==> config.mk <==
export PLATFORM = sky130hd
export DESIGN_NAME = bus_arbiter_flat
export DESIGN_NICKNAME = d
export VERILOG_FILES = /design/src/rtl/gb_bus_pkg.sv /design/src/rtl/bus_arbiter_if.sv /design/src/rtl/oam_dma_engine.sv /design/src/rtl/bus_arbiter.sv /design/src/flat_wrapper.sv
export SDC_FILE = /design/constraint.sdc
export NUM_CORES = 1
export LEC_CHECK = 0
export CAP_MARGIN = 20
export CELL_PAD_IN_SITES_DETAIL_PLACEMENT = 1
export CELL_PAD_IN_SITES_GLOBAL_PLACEMENT = 2
export CORE_MARGIN = 2
export CORE_UTILIZATION = 26
export CTS_BUF_LIST = sky130_fd_sc_hd__clkbuf_16
export CTS_CLUSTER_SIZE = 8
export DETAILED_ROUTE_END_ITERATION = 8
export PLACE_DENSITY = 0.83
export SYNTH_ARGS = -nofsm -noshare
export SYNTH_HDL_FRONTEND = slang
export SYNTH_SLANG_ARGS = --single-unit
export TNS_END_PERCENT = 1
==> constraint.sdc <==
create_clock -name clk_in -period 1.73 [get_ports clk_in]
set_input_delay 0.173 -clock clk_in [delete_from_list [all_inputs] [get_ports clk_in]]
set_output_delay 0.173 -clock clk_in [all_outputs]
set_load 0.01 [all_outputs]
==> src/rtl/gb_bus_pkg.sv <==
// gb_bus_pkg: shared slot/mode/FSM enums, memory-map constants and the CPU access-lock rule
package gb_bus_pkg;
  typedef enum logic [1:0] {SLOT_CPU, SLOT_PPU, SLOT_MEM, SLOT_SETTLE} slot_t;
  typedef enum logic [1:0] {MODE_HBLANK, MODE_VBLANK, MODE_OAM, MODE_DRAW} ppu_mode_t;
  typedef enum logic [1:0] {IDLE, ISSUE, WAIT, DONE} arb_state_t;
  typedef enum logic [1:0] {DIDLE, RD_ISSUE, RD_WAIT, WR_ISSUE} dma_state_t;
  localparam logic [15:0] VRAM_LO = 16'h8000, VRAM_HI = 16'h9FFF;
  localparam logic [15:0] OAM_LO = 16'hFE00, OAM_HI = 16'hFE9F;
  localparam logic [15:0] HRAM_LO = 16'hFF80, HRAM_HI = 16'hFFFE;
  localparam logic [15:0] DMA_REG = 16'hFF46;
  localparam int OAM_LEN = 160;
  function automatic logic cpu_blocked(input logic [15:0] a, input ppu_mode_t m, input logic dma);
    cpu_blocked = (a >= VRAM_LO && a <= VRAM_HI && m == MODE_DRAW) ||
                  (a >= OAM_LO && a <= OAM_HI && (m == MODE_OAM || m == MODE_DRAW || dma)) ||
                  (dma && (a < HRAM_LO || a > HRAM_HI) && a != DMA_REG);
  endfunction
endpackage

==> src/rtl/bus_arbiter_if.sv <==
// bus_arbiter_if: slot/PPU-mode inputs, CPU and PPU request ports, memory port and DMA status; master = requesters+memory side, slave = arbiter
interface bus_arbiter_if;
  import gb_bus_pkg::*;
  slot_t phase_in;
  logic phase_start_in;
  ppu_mode_t ppu_mode_in;
  logic cpu_req_in, cpu_we_in, cpu_ack_out;
  logic [15:0] cpu_addr_in;
  logic [7:0] cpu_wdata_in, cpu_rdata_out;
  logic ppu_req_in, ppu_data_valid_out;
  logic [15:0] ppu_addr_in;
  logic [7:0] ppu_data_out;
  logic mem_en_out, mem_we_out;
  logic [15:0] mem_addr_out;
  logic [7:0] mem_wdata_out, mem_rdata_in;
  logic dma_active_out;
  modport master (
    output phase_in, phase_start_in, ppu_mode_in, cpu_req_in, cpu_we_in, cpu_addr_in, cpu_wdata_in,
           ppu_req_in, ppu_addr_in, mem_rdata_in,
    input cpu_rdata_out, cpu_ack_out, ppu_data_out, ppu_data_valid_out, mem_en_out, mem_we_out,
          mem_addr_out, mem_wdata_out, dma_active_out
  );
  modport slave (
    input phase_in, phase_start_in, ppu_mode_in, cpu_req_in, cpu_we_in, cpu_addr_in, cpu_wdata_in,
          ppu_req_in, ppu_addr_in, mem_rdata_in,
    output cpu_rdata_out, cpu_ack_out, ppu_data_out, ppu_data_valid_out, mem_en_out, mem_we_out,
           mem_addr_out, mem_wdata_out, dma_active_out
  );
endinterface

==> src/rtl/oam_dma_engine.sv <==
// oam_dma_engine: one OAM DMA byte per MEM slot (read src+idx, write FE00+idx); ports slot_start_i/start_i/src_i/rdata_i in, next-cycle strobe en_o/we_o/addr_o/wdata_o and dma_active_out out
module oam_dma_engine
  import gb_bus_pkg::*;
#(
  parameter int MEM_LATENCY = 2
) (
  input  logic        clk_in,
  input  logic        rst_in,
  input  logic        slot_start_i,
  input  logic        start_i,
  input  logic [7:0]  src_i,
  input  logic [7:0]  rdata_i,
  output logic        en_o,
  output logic        we_o,
  output logic [15:0] addr_o,
  output logic [7:0]  wdata_o,
  output logic        dma_active_out
);
  localparam logic [1:0] WLAST = 2'(MEM_LATENCY - 2);
  dma_state_t state_q, state_d;
  logic [7:0] idx_q, idx_d, src_q, src_d;
  logic [1:0] cnt_q, cnt_d;
  logic act_q, act_d, rd, wr, done;
  always_comb begin
    rd = state_q == DIDLE && act_q && slot_start_i;
    wr = (state_q == RD_ISSUE && MEM_LATENCY == 1) || (state_q == RD_WAIT && cnt_q == WLAST);
    done = state_q == WR_ISSUE;
    en_o = rd || wr;
    we_o = wr;
    addr_o = wr ? OAM_LO + {8'h00, idx_q} : {src_q, idx_q};
    wdata_o = rdata_i;
    state_d = state_q;
    case (state_q)
      DIDLE:    state_d = rd ? RD_ISSUE : DIDLE;
      RD_ISSUE: state_d = wr ? WR_ISSUE : RD_WAIT;
      RD_WAIT:  state_d = wr ? WR_ISSUE : RD_WAIT;
      default:  state_d = DIDLE;
    endcase
    cnt_d = state_q == RD_WAIT ? cnt_q + 2'd1 : 2'd0;
    idx_d = start_i ? 8'h00 : done ? idx_q + 8'd1 : idx_q;
    src_d = start_i ? src_i : src_q;
    act_d = start_i || (act_q && !(done && idx_q == 8'(OAM_LEN - 1)));
  end
  always_ff @(posedge clk_in) begin
    if (rst_in) begin
      state_q <= DIDLE;
      idx_q <= '0;
      src_q <= '0;
      cnt_q <= '0;
      act_q <= 1'b0;
    end else begin
      state_q <= state_d;
      idx_q <= idx_d;
      src_q <= src_d;
      cnt_q <= cnt_d;
      act_q <= act_d;
    end
  end
  assign dma_active_out = act_q;
endmodule

==> src/rtl/bus_arbiter.sv <==
// bus_arbiter: slot-scheduled sharing of the memory port between CPU, PPU and OAM DMA with PPU-mode locks; ports clk_in, rst_in and the bus_arbiter_if slave bus
module bus_arbiter
  import gb_bus_pkg::*;
#(
  parameter int MEM_LATENCY = 2
) (
  input logic clk_in,
  input logic rst_in,
  bus_arbiter_if.slave bus
);
  localparam logic [1:0] WLAST = 2'(MEM_LATENCY - 2);
  arb_state_t state_q, state_d;
  logic [1:0] cnt_q, cnt_d;
  logic own_cpu_q, blk_q, we_q;
  logic [15:0] addr_q;
  logic [7:0] wdata_q, cpu_rdata_q, ppu_data_q;
  logic mem_en_q, mem_we_q;
  logic [15:0] mem_addr_q;
  logic [7:0] mem_wdata_q;
  logic cpu_go, ppu_go, start, blk_now, issue, cap, dma_start, mem_en_d;
  logic dma_en, dma_we, dma_active;
  logic [15:0] dma_addr;
  logic [7:0] dma_wdata;
  oam_dma_engine #(.MEM_LATENCY(MEM_LATENCY)) u_dma (
    .clk_in(clk_in),
    .rst_in(rst_in),
    .slot_start_i(bus.phase_start_in && bus.phase_in == SLOT_MEM),
    .start_i(dma_start),
    .src_i(wdata_q),
    .rdata_i(bus.mem_rdata_in),
    .en_o(dma_en),
    .we_o(dma_we),
    .addr_o(dma_addr),
    .wdata_o(dma_wdata),
    .dma_active_out(dma_active)
  );
  always_comb begin
    cpu_go = bus.phase_in == SLOT_CPU && bus.cpu_req_in;
    ppu_go = bus.phase_in == SLOT_PPU && bus.ppu_req_in;
    start = state_q == IDLE && bus.phase_start_in && (cpu_go || ppu_go);
    blk_now = cpu_go && cpu_blocked(bus.cpu_addr_in, bus.ppu_mode_in, dma_active);
    issue = start && !blk_now;
    cap = (state_q == ISSUE && MEM_LATENCY == 1) || (state_q == WAIT && cnt_q == WLAST);
    state_d = state_q;
    case (state_q)
      IDLE:    state_d = start ? ISSUE : IDLE;
      ISSUE:   state_d = cap ? DONE : WAIT;
      WAIT:    state_d = cap ? DONE : WAIT;
      default: state_d = IDLE;
    endcase
    cnt_d = state_q == WAIT ? cnt_q + 2'd1 : 2'd0;
    dma_start = state_q == DONE && own_cpu_q && we_q && !blk_q && addr_q == DMA_REG;
    mem_en_d = issue || dma_en;
  end
  always_ff @(posedge clk_in) begin
    if (rst_in) begin
      state_q <= IDLE;
      cnt_q <= '0;
      own_cpu_q <= 1'b0;
      blk_q <= 1'b0;
      we_q <= 1'b0;
      addr_q <= '0;
      wdata_q <= '0;
      cpu_rdata_q <= '0;
      ppu_data_q <= '0;
      mem_en_q <= 1'b0;
      mem_we_q <= 1'b0;
      mem_addr_q <= '0;
      mem_wdata_q <= '0;
    end else begin
      state_q <= state_d;
      cnt_q <= cnt_d;
      if (start) begin
        own_cpu_q <= cpu_go;
        blk_q <= blk_now;
        we_q <= cpu_go && bus.cpu_we_in;
        addr_q <= cpu_go ? bus.cpu_addr_in : bus.ppu_addr_in;
        wdata_q <= bus.cpu_wdata_in;
      end
      if (cap && own_cpu_q) cpu_rdata_q <= blk_q ? 8'hFF : bus.mem_rdata_in;
      if (cap && !own_cpu_q) ppu_data_q <= bus.mem_rdata_in;
      mem_en_q <= mem_en_d;
      if (mem_en_d) begin
        mem_we_q <= dma_en ? dma_we : cpu_go && bus.cpu_we_in;
        mem_addr_q <= dma_en ? dma_addr : cpu_go ? bus.cpu_addr_in : bus.ppu_addr_in;
        mem_wdata_q <= dma_en ? dma_wdata : bus.cpu_wdata_in;
      end
    end
  end
  assign bus.cpu_ack_out = state_q == DONE && own_cpu_q;
  assign bus.ppu_data_valid_out = state_q == DONE && !own_cpu_q;
  assign bus.cpu_rdata_out = cpu_rdata_q;
  assign bus.ppu_data_out = ppu_data_q;
  assign bus.mem_en_out = mem_en_q;
  assign bus.mem_we_out = mem_we_q;
  assign bus.mem_addr_out = mem_addr_q;
  assign bus.mem_wdata_out = mem_wdata_q;
  assign bus.dma_active_out = dma_active;
endmodule
==> src/flat_wrapper.sv <==
// flat-port wrapper written by rule: the top's interface ports become plain ports
module bus_arbiter_flat import gb_bus_pkg::*;
#(
  parameter int MEM_LATENCY = 2
)
  (clk_in, rst_in, bus_phase_in, bus_phase_start_in, bus_ppu_mode_in, bus_cpu_req_in, bus_cpu_we_in, bus_cpu_addr_in, bus_cpu_wdata_in, bus_ppu_req_in, bus_ppu_addr_in, bus_mem_rdata_in, bus_cpu_rdata_out, bus_cpu_ack_out, bus_ppu_data_out, bus_ppu_data_valid_out, bus_mem_en_out, bus_mem_we_out, bus_mem_addr_out, bus_mem_wdata_out, bus_dma_active_out);
  bus_arbiter_if bus_i ();
  input logic clk_in;
  input logic rst_in;
  input wire logic [$bits(bus_i.phase_in)-1:0] bus_phase_in;
  input wire logic [$bits(bus_i.phase_start_in)-1:0] bus_phase_start_in;
  input wire logic [$bits(bus_i.ppu_mode_in)-1:0] bus_ppu_mode_in;
  input wire logic [$bits(bus_i.cpu_req_in)-1:0] bus_cpu_req_in;
  input wire logic [$bits(bus_i.cpu_we_in)-1:0] bus_cpu_we_in;
  input wire logic [$bits(bus_i.cpu_addr_in)-1:0] bus_cpu_addr_in;
  input wire logic [$bits(bus_i.cpu_wdata_in)-1:0] bus_cpu_wdata_in;
  input wire logic [$bits(bus_i.ppu_req_in)-1:0] bus_ppu_req_in;
  input wire logic [$bits(bus_i.ppu_addr_in)-1:0] bus_ppu_addr_in;
  input wire logic [$bits(bus_i.mem_rdata_in)-1:0] bus_mem_rdata_in;
  output wire logic [$bits(bus_i.cpu_rdata_out)-1:0] bus_cpu_rdata_out;
  output wire logic [$bits(bus_i.cpu_ack_out)-1:0] bus_cpu_ack_out;
  output wire logic [$bits(bus_i.ppu_data_out)-1:0] bus_ppu_data_out;
  output wire logic [$bits(bus_i.ppu_data_valid_out)-1:0] bus_ppu_data_valid_out;
  output wire logic [$bits(bus_i.mem_en_out)-1:0] bus_mem_en_out;
  output wire logic [$bits(bus_i.mem_we_out)-1:0] bus_mem_we_out;
  output wire logic [$bits(bus_i.mem_addr_out)-1:0] bus_mem_addr_out;
  output wire logic [$bits(bus_i.mem_wdata_out)-1:0] bus_mem_wdata_out;
  output wire logic [$bits(bus_i.dma_active_out)-1:0] bus_dma_active_out;
  assign bus_i.phase_in = bus_phase_in;
  assign bus_i.phase_start_in = bus_phase_start_in;
  assign bus_i.ppu_mode_in = bus_ppu_mode_in;
  assign bus_i.cpu_req_in = bus_cpu_req_in;
  assign bus_i.cpu_we_in = bus_cpu_we_in;
  assign bus_i.cpu_addr_in = bus_cpu_addr_in;
  assign bus_i.cpu_wdata_in = bus_cpu_wdata_in;
  assign bus_i.ppu_req_in = bus_ppu_req_in;
  assign bus_i.ppu_addr_in = bus_ppu_addr_in;
  assign bus_i.mem_rdata_in = bus_mem_rdata_in;
  assign bus_cpu_rdata_out = bus_i.cpu_rdata_out;
  assign bus_cpu_ack_out = bus_i.cpu_ack_out;
  assign bus_ppu_data_out = bus_i.ppu_data_out;
  assign bus_ppu_data_valid_out = bus_i.ppu_data_valid_out;
  assign bus_mem_en_out = bus_i.mem_en_out;
  assign bus_mem_we_out = bus_i.mem_we_out;
  assign bus_mem_addr_out = bus_i.mem_addr_out;
  assign bus_mem_wdata_out = bus_i.mem_wdata_out;
  assign bus_dma_active_out = bus_i.dma_active_out;
  bus_arbiter #(.MEM_LATENCY(MEM_LATENCY)) u_core (.clk_in(clk_in), .rst_in(rst_in), .bus(bus_i));
endmodule
* Yosys cells after proc, flatten, opt, wreduce, memory -nomap -nowiden
Index checks and enable logic that the tools add are counted.
Widths: inputs -> output; s select.
** Word-level totals
- Register bits :: 94
- Logic and storage cells :: 105
- Bits of input ports :: 58
** Cells by class
- Bitwise operators :: 2
- Reduce and logical (&&, ||, !) cells :: 50
- Muxes and demuxes :: 12
- Order comparisons :: 6
- Add/sub/neg operators :: 4
- Equal/unequal tests :: 13
** Operator list (number)
- $mux 16 :: 3
- $ge 16x16->1 const B :: 2
- $le 16x16->1 const B :: 2
- $logic_and 1x1->1 :: 27
- $eq 16x16->1 const B :: 1
- $gt 16x16->1 const B :: 1
- $lt 16x16->1 const B :: 1
- $mux 8 :: 2
- $ne 16x16->1 const B :: 1
- $eq 2x2->1 const B :: 7
- $add 10x9->11 const A :: 1
- $logic_not 2->1 :: 5
- $reduce_or 2->1 :: 5
- $logic_or 1x1->1 :: 9
- $add 8x1->8 const B :: 1
- $eq 8x8->1 const B :: 1
- $pmux 2 s2 :: 2
- $eq 2x1->1 const B :: 3
- $mux 1 :: 5
- $add 2x1->2 const B :: 2
- $logic_not 1->1 :: 4
- $not 1->1 :: 2

* Depth between registers and ports, before layout
Gate-level depths: netlist of the first run.
- Depth in word-level cells :: 10
- Mapped depth :: 10
- Depth with buffers taken out :: 7

* Cells and area by module
A second synthesis of the first run with hierarchy kept.
** Second synthesis, totals
- Cell total of the unflattened synthesis :: 505
- Area total of the unflattened synthesis :: 4334.2 µm²
** Modules (own cells, without submodules)
- bus_arbiter :: area an instance 3334.4 µm², times used 1, seq. area each 1461.4 µm², cells each 397
- oam_dma_engine :: area an instance 999.7 µm², times used 1, seq. area each 420.4 µm², cells each 108

* Worst setup path before layout of the first run
OpenSTA, ideal clock, no wires.
- Path kind :: flip-flop to flip-flop
- Start point :: reg u_core.state_q[0]
- End point :: reg u_core.mem_wdata_q[0] (netlist: u_core.bus.mem_wdata_out[0])
- Data arrival time :: 1.774 ns
- Buffers on the path :: 2
- Cell stages (with the launch flop) :: 10
- Setup time :: 0.122 ns
- Path slack :: -0.166 ns
- Cell sequence :: dfxtp_1 > inv_1 > ha_1 > nand2_1 > a211o_1 > buf_2 > nor2_2 > buf_2 > a31oi_1 > a221o_1
** Between the ends
- Word-level cells in the longest chain between the ends :: 5
** Ends and longest elaborated chain
- start, declared :: line bus_arbiter.sv:12 : arb_state_t state_q, state_d;
- start signal, assigned :: line bus_arbiter.sv:71 : state_q <= state_d;
- $logic_not 2->1 :: line bus_arbiter.sv:40 : start = state_q == IDLE && bus.phase_start_in && (cpu_go || ppu_go);
- $logic_and 1x1->1 (2 in series) :: line bus_arbiter.sv:40
- $logic_and 1x1->1 :: line bus_arbiter.sv:42 : issue = start && !blk_now;
- $logic_or 1x1->1 :: line bus_arbiter.sv:53 : mem_en_d = issue || dma_en;
- end signal, assigned :: line bus_arbiter.sv:86 : mem_wdata_q <= dma_en ? dma_wdata : bus.cpu_wdata_in;
- end, declared :: line bus_arbiter.sv:19 : logic [7:0] mem_wdata_q;
No other way between the ends.
A chain may end at the register's enable or synchronous reset.

* Worst setup path after layout of the first run
- Start point :: reg u_core.state_q[0]
- End point :: reg u_core.mem_addr_q[1] (netlist: u_core.bus.mem_addr_out[1])
** Between the ends
- Word-level cells in the longest chain between the ends :: 5
** Ends and longest elaborated chain
- $logic_not 2->1 :: line bus_arbiter.sv:40
- $logic_and 1x1->1 (2 in series) :: line bus_arbiter.sv:40
- $logic_and 1x1->1 :: line bus_arbiter.sv:42
- $logic_or 1x1->1 :: line bus_arbiter.sv:53
- end signal, assigned :: line bus_arbiter.sv:85 : mem_addr_q <= dma_en ? dma_addr : cpu_go ? bus.cpu_addr_in : bus.ppu_addr_in;
- end, declared :: line bus_arbiter.sv:18 : logic [15:0] mem_addr_q;
No other way between the ends.

==> results of run 1 <==
## cells by family after synthesis
logic type                 after synthesis
buffers and inverters                   47
xor gates and xnor gates                 7
DFF                                     94
and+or+nand+nor                        194
muxes                                   31
AOI/OAI and AO/OA                      110
adders and majority gates               10
## flip-flops by register name, indices dropped and copies added (netlist names)
signal and cells:
u_core.we_q 1, u_core.bus.mem_we_out 1, u_core.u_dma.dma_active_out 1, u_core.own_cpu_q 1
u_core.bus.mem_wdata_out 8, u_core.blk_q 1, u_core.cnt_q 2, u_core.u_dma.idx_q 8
u_core.bus.ppu_data_out 8, u_core.state_q 2, u_core.addr_q 16, u_core.bus.mem_en_out 1
u_core.u_dma.src_q 8, u_core.wdata_q 8, u_core.u_dma.cnt_q 2, u_core.u_dma.state_q 2
u_core.bus.cpu_rdata_out 8, u_core.bus.mem_addr_out 16
## final cells by class
type	instances	area, um2
fill	1865	9793
multi-input combinational	352	2480
timing repair buffer	172	1649
sequential	94	1892
inverter	10	37.54
clock inverter	6	55.05
tap	220	275.3
clock buffer	9	225.2
## metrics by stage
step                      std cells  setup TNS [ns]
after floorplan                 493          -2.585
after global placement          836          -16.43
after detailed placement        836          -20.16
after CTS                       861          -3.276
after global routing            863          -6.245
final                           863          -3.569
## cell usage after synthesis (2+ instances only)
cell type / count
inv_1: 10
o21ai_0: 3
o21a_1: 2
a211oi_1: 20
buf_2: 6
nand4_1: 16
o211a_1: 2
nor2b_1: 3
a31oi_1: 26
mux2i_1: 20
and2_1: 11
nand3_1: 8
nand2_1: 64
mux2_2: 11
o31ai_1: 8
buf_6: 2
nand2b_1: 3
nand4b_1: 2
a221o_1: 16
a21oi_1: 22
xnor2_1: 2
clkbuf_1: 29
nor3_1: 7
ha_1: 10
nor2_1: 65
dfxtp_1: 94
and3b_1: 2
xor2_1: 5
nor3b_1: 2
## per-layer routing
layer  up-vias  track usage
met5         -            0
met4         0      0.08423
met3        31      0.02261
met2        88       0.3092
met1      2150       0.2292
li1       2069            -
## power by group
part	total, mW	switching, mW	internal [mW]	leakage, nW
combinational	0.671	0.319	0.352	1.58
sequential	2.26	0.0373	2.22	0.764
clock	1.94	0.843	1.10	0.140
## worst max-delay path, stage by stage, from the launching register on
cell     delay [ns]
dfxtp_2        0.34
inv_2          0.07
ha_4           0.16
nand2_4        0.05
a211o_4        0.34
nor2_4         0.22
buf_6          0.15
buf_16         0.11
a31oi_4        0.06
a221o_1        0.27
## worst min-delay path by stage
stage	depth (start not counted)	from	endpoint	slack [ns]
detailed placement	1	u_core.cnt_q[0]$_SDFF_PP0_	u_core.cnt_q[0]$_SDFF_PP0_	0.42
CTS	2	rst_in	u_core.addr_q[4]$_SDFFE_PP0P_	0.25
global placement	1	u_core.cnt_q[0]$_SDFF_PP0_	u_core.cnt_q[0]$_SDFF_PP0_	0.41
finish	2	rst_in	u_core.addr_q[0]$_SDFFE_PP0P_	0.29
floorplan	2	bus_cpu_wdata_in[0]	u_core.wdata_q[0]$_SDFFE_PP0P_	0.31
global route	2	rst_in	u_core.addr_q[7]$_SDFFE_PP0P_	0.29
## timing repair
action,CTS,global route
pin swaps,14,19
gates cloned,3,0
endpoints found under the setup margin,59,54
resized for setup,51,33
buffers inserted,7,5
==> metrics.md, run 1 <==
| Metric | Value |
|---|---|
| Outcome | `complete, but fails checks` |
| Failing checks | `setup timing` |
| Routed Antenna Nets | `0` |
| Final Hold Slack | `0.2910 ns` |
| Post-place setup slack | `-0.5082 ns` |
| Vias | `4338` |
| Primary FF master, synth | `dfxtp_1` |
| Setup CP Type | `flip-flop to flip-flop` |
| First-pass GRT wire length | `25.35 mm` |
| Inserted Diodes | `0` |
| Highest routed metal layer | `met4` |
| Initial DRC Count | `241` |
| Worst slew pin tran | `0.4597 ns` |
| Root Driver | `clkbuf_16` |
| Async S/R FF share, synth | `0` |
| Post-DP Area | `5948 um2` |
| Leak | `2.486 nW` |
| Most common cell after layout, fill and taps aside | `clkdlybuf4s50_1` |
| Period minus WS final | `1.897 ns` |
| CTS tree | `yes` |
| Final WL | `16.30 mm` |
| Rel. slew slack | `0.6935` |
| RSZ-0062 raised after global routing | `true` |
| Critical path origin | `u_core.state_q[0]$_SDFF_PP0_` |
| Final worst path period share | `1.097` |
| Synth Area in Compound Gates | `0.1888` |
| Yosys cell types | `51` |
| Crit path to | `u_core.bus.mem_addr_out[1]$_SDFFE_PP0P_` |
| Top post-synthesis cells by area | `dfxtp_1 44%, nor2_1 5.7%, nand2_1 5.6%, mux2i_1 4.6%, a31oi_1 3.8%` |
| Main combinational cell family by area after synthesis | `simple AND/OR/NAND/NOR gates` |
| # IOs | `103` |
| CP required | `1.96 ns` |
| Fin. max-slew vios | `0` |
| Mux cell area share after synthesis | `0.07509` |
| Xor/xnor share of the synthesized area | `0.01421` |
| Post-layout power | `4.869 mW` |
| Largest net degree at the start of global routing | `45` |
| Worst Reg-to-Reg Cells | `9` |
| TritonCTS Buffers | `9` |
| Clk_skew | `0.006206 ns` |
| Met3 routed WL | `roughly 440 um` |
| Drt drc | `0` |
| Clk Latency, worst-skew pair | `about 0.34 ns` |
| Met2 WL | `between 8 and 9 mm` |
| GP Congestion | `0.7976` |
| Post-Syn Area | `4315 um2` |
| Area of the core | `16410 um2` |
| Final worst setup slack | `-0.1674 ns` |
| WL/cell | `18.89 um` |
| DR pass1 iterations | `4` |
| Post-synth EDFFs | `0` |
| Cell Rows | `47` |
| Yosys reg bits | `94` |
| CTS Buffer Depth | `2` |
| GR Util All Layers | `0.1817` |
| Most frequent cells in the layout | `90 x clkdlybuf4s50_1, 88 x dfxtp_1, 65 x nor2_1` |
| Initial antenna violation count | `0` |
| Crit end category | `flip-flop` |
| PwrDens | `around 740 nW/um2` |
| Worst-path fanout max | `5` |
| Hold Crit Class | `input pin to flip-flop` |
| Syn avg cell area | `8.753 um2` |
| DIE AREA | `17640 um2` |
| R2R setup slack | `-0.17 ns` |
| IO Port Bufs | `roughly 100` |
| Clock sinks | `94` |
| Fmax | `527.0 MHz` |
| Reg-to-Reg End | `u_core.bus.mem_addr_out[1]$_SDFFE_PP0P_` |
| CP Launch Type | `flip-flop` |
| Initial Util | `0.2630` |
| Final Util | `0.4031` |
| Simple-gate portion of the synthesized area | `0.2108` |
| Design Area, Final | `around 6600 um2` |
| Vias/cell | `5.027` |
| Yosys top cell by area | `dfxtp_1` |
| Reg clk slew, reported paths | `0.06 ns` |
| Vias in the first global route | `4577` |
| Reg-to-Reg Start | `u_core.state_q[0]$_SDFF_PP0_` |
| Layout area overhead | `53.26%` |
| Final setup vio count | `35` |
| Fin. Hold Viols | `0` |
| Post-synth top area share | `0.4361` |
| Worst path arrival time | `2.12 ns` |
| Post-DP HPWL | `11.40 mm` |
| Post-CTS Hold Buffers | `0` |
| Register area share after synthesis | `0.4361` |
| Layout Nets | `707` |
| Syn Nets | `561` |
| Peak supply drop | `a little under 0.0005 V` |
| Max-Cap Viols | `0` |
| Layout cells sized above 1 | `0.2333` |
| Total global routing overflow | `0` |
| H-tree levels | `3` |
| Synth Area in Adders | `0.02899` |
| Routed length on met1 | `slightly above 7 mm` |
| Synth Warn # | `0` |
| Die Width | `between 100 and 150 um` |
| Die Height | `around 130 um` |
| Cells after Synth | `493` |
No activity file was read; power rests on OpenSTA's default activity.
==> inputs of run 2 (changes only) <==
Settings changed: SLEW_MARGIN from default to 20.
==> results of run 2 <==
Same layout as run 1: the final DEF is identical, and so are final timing and power.
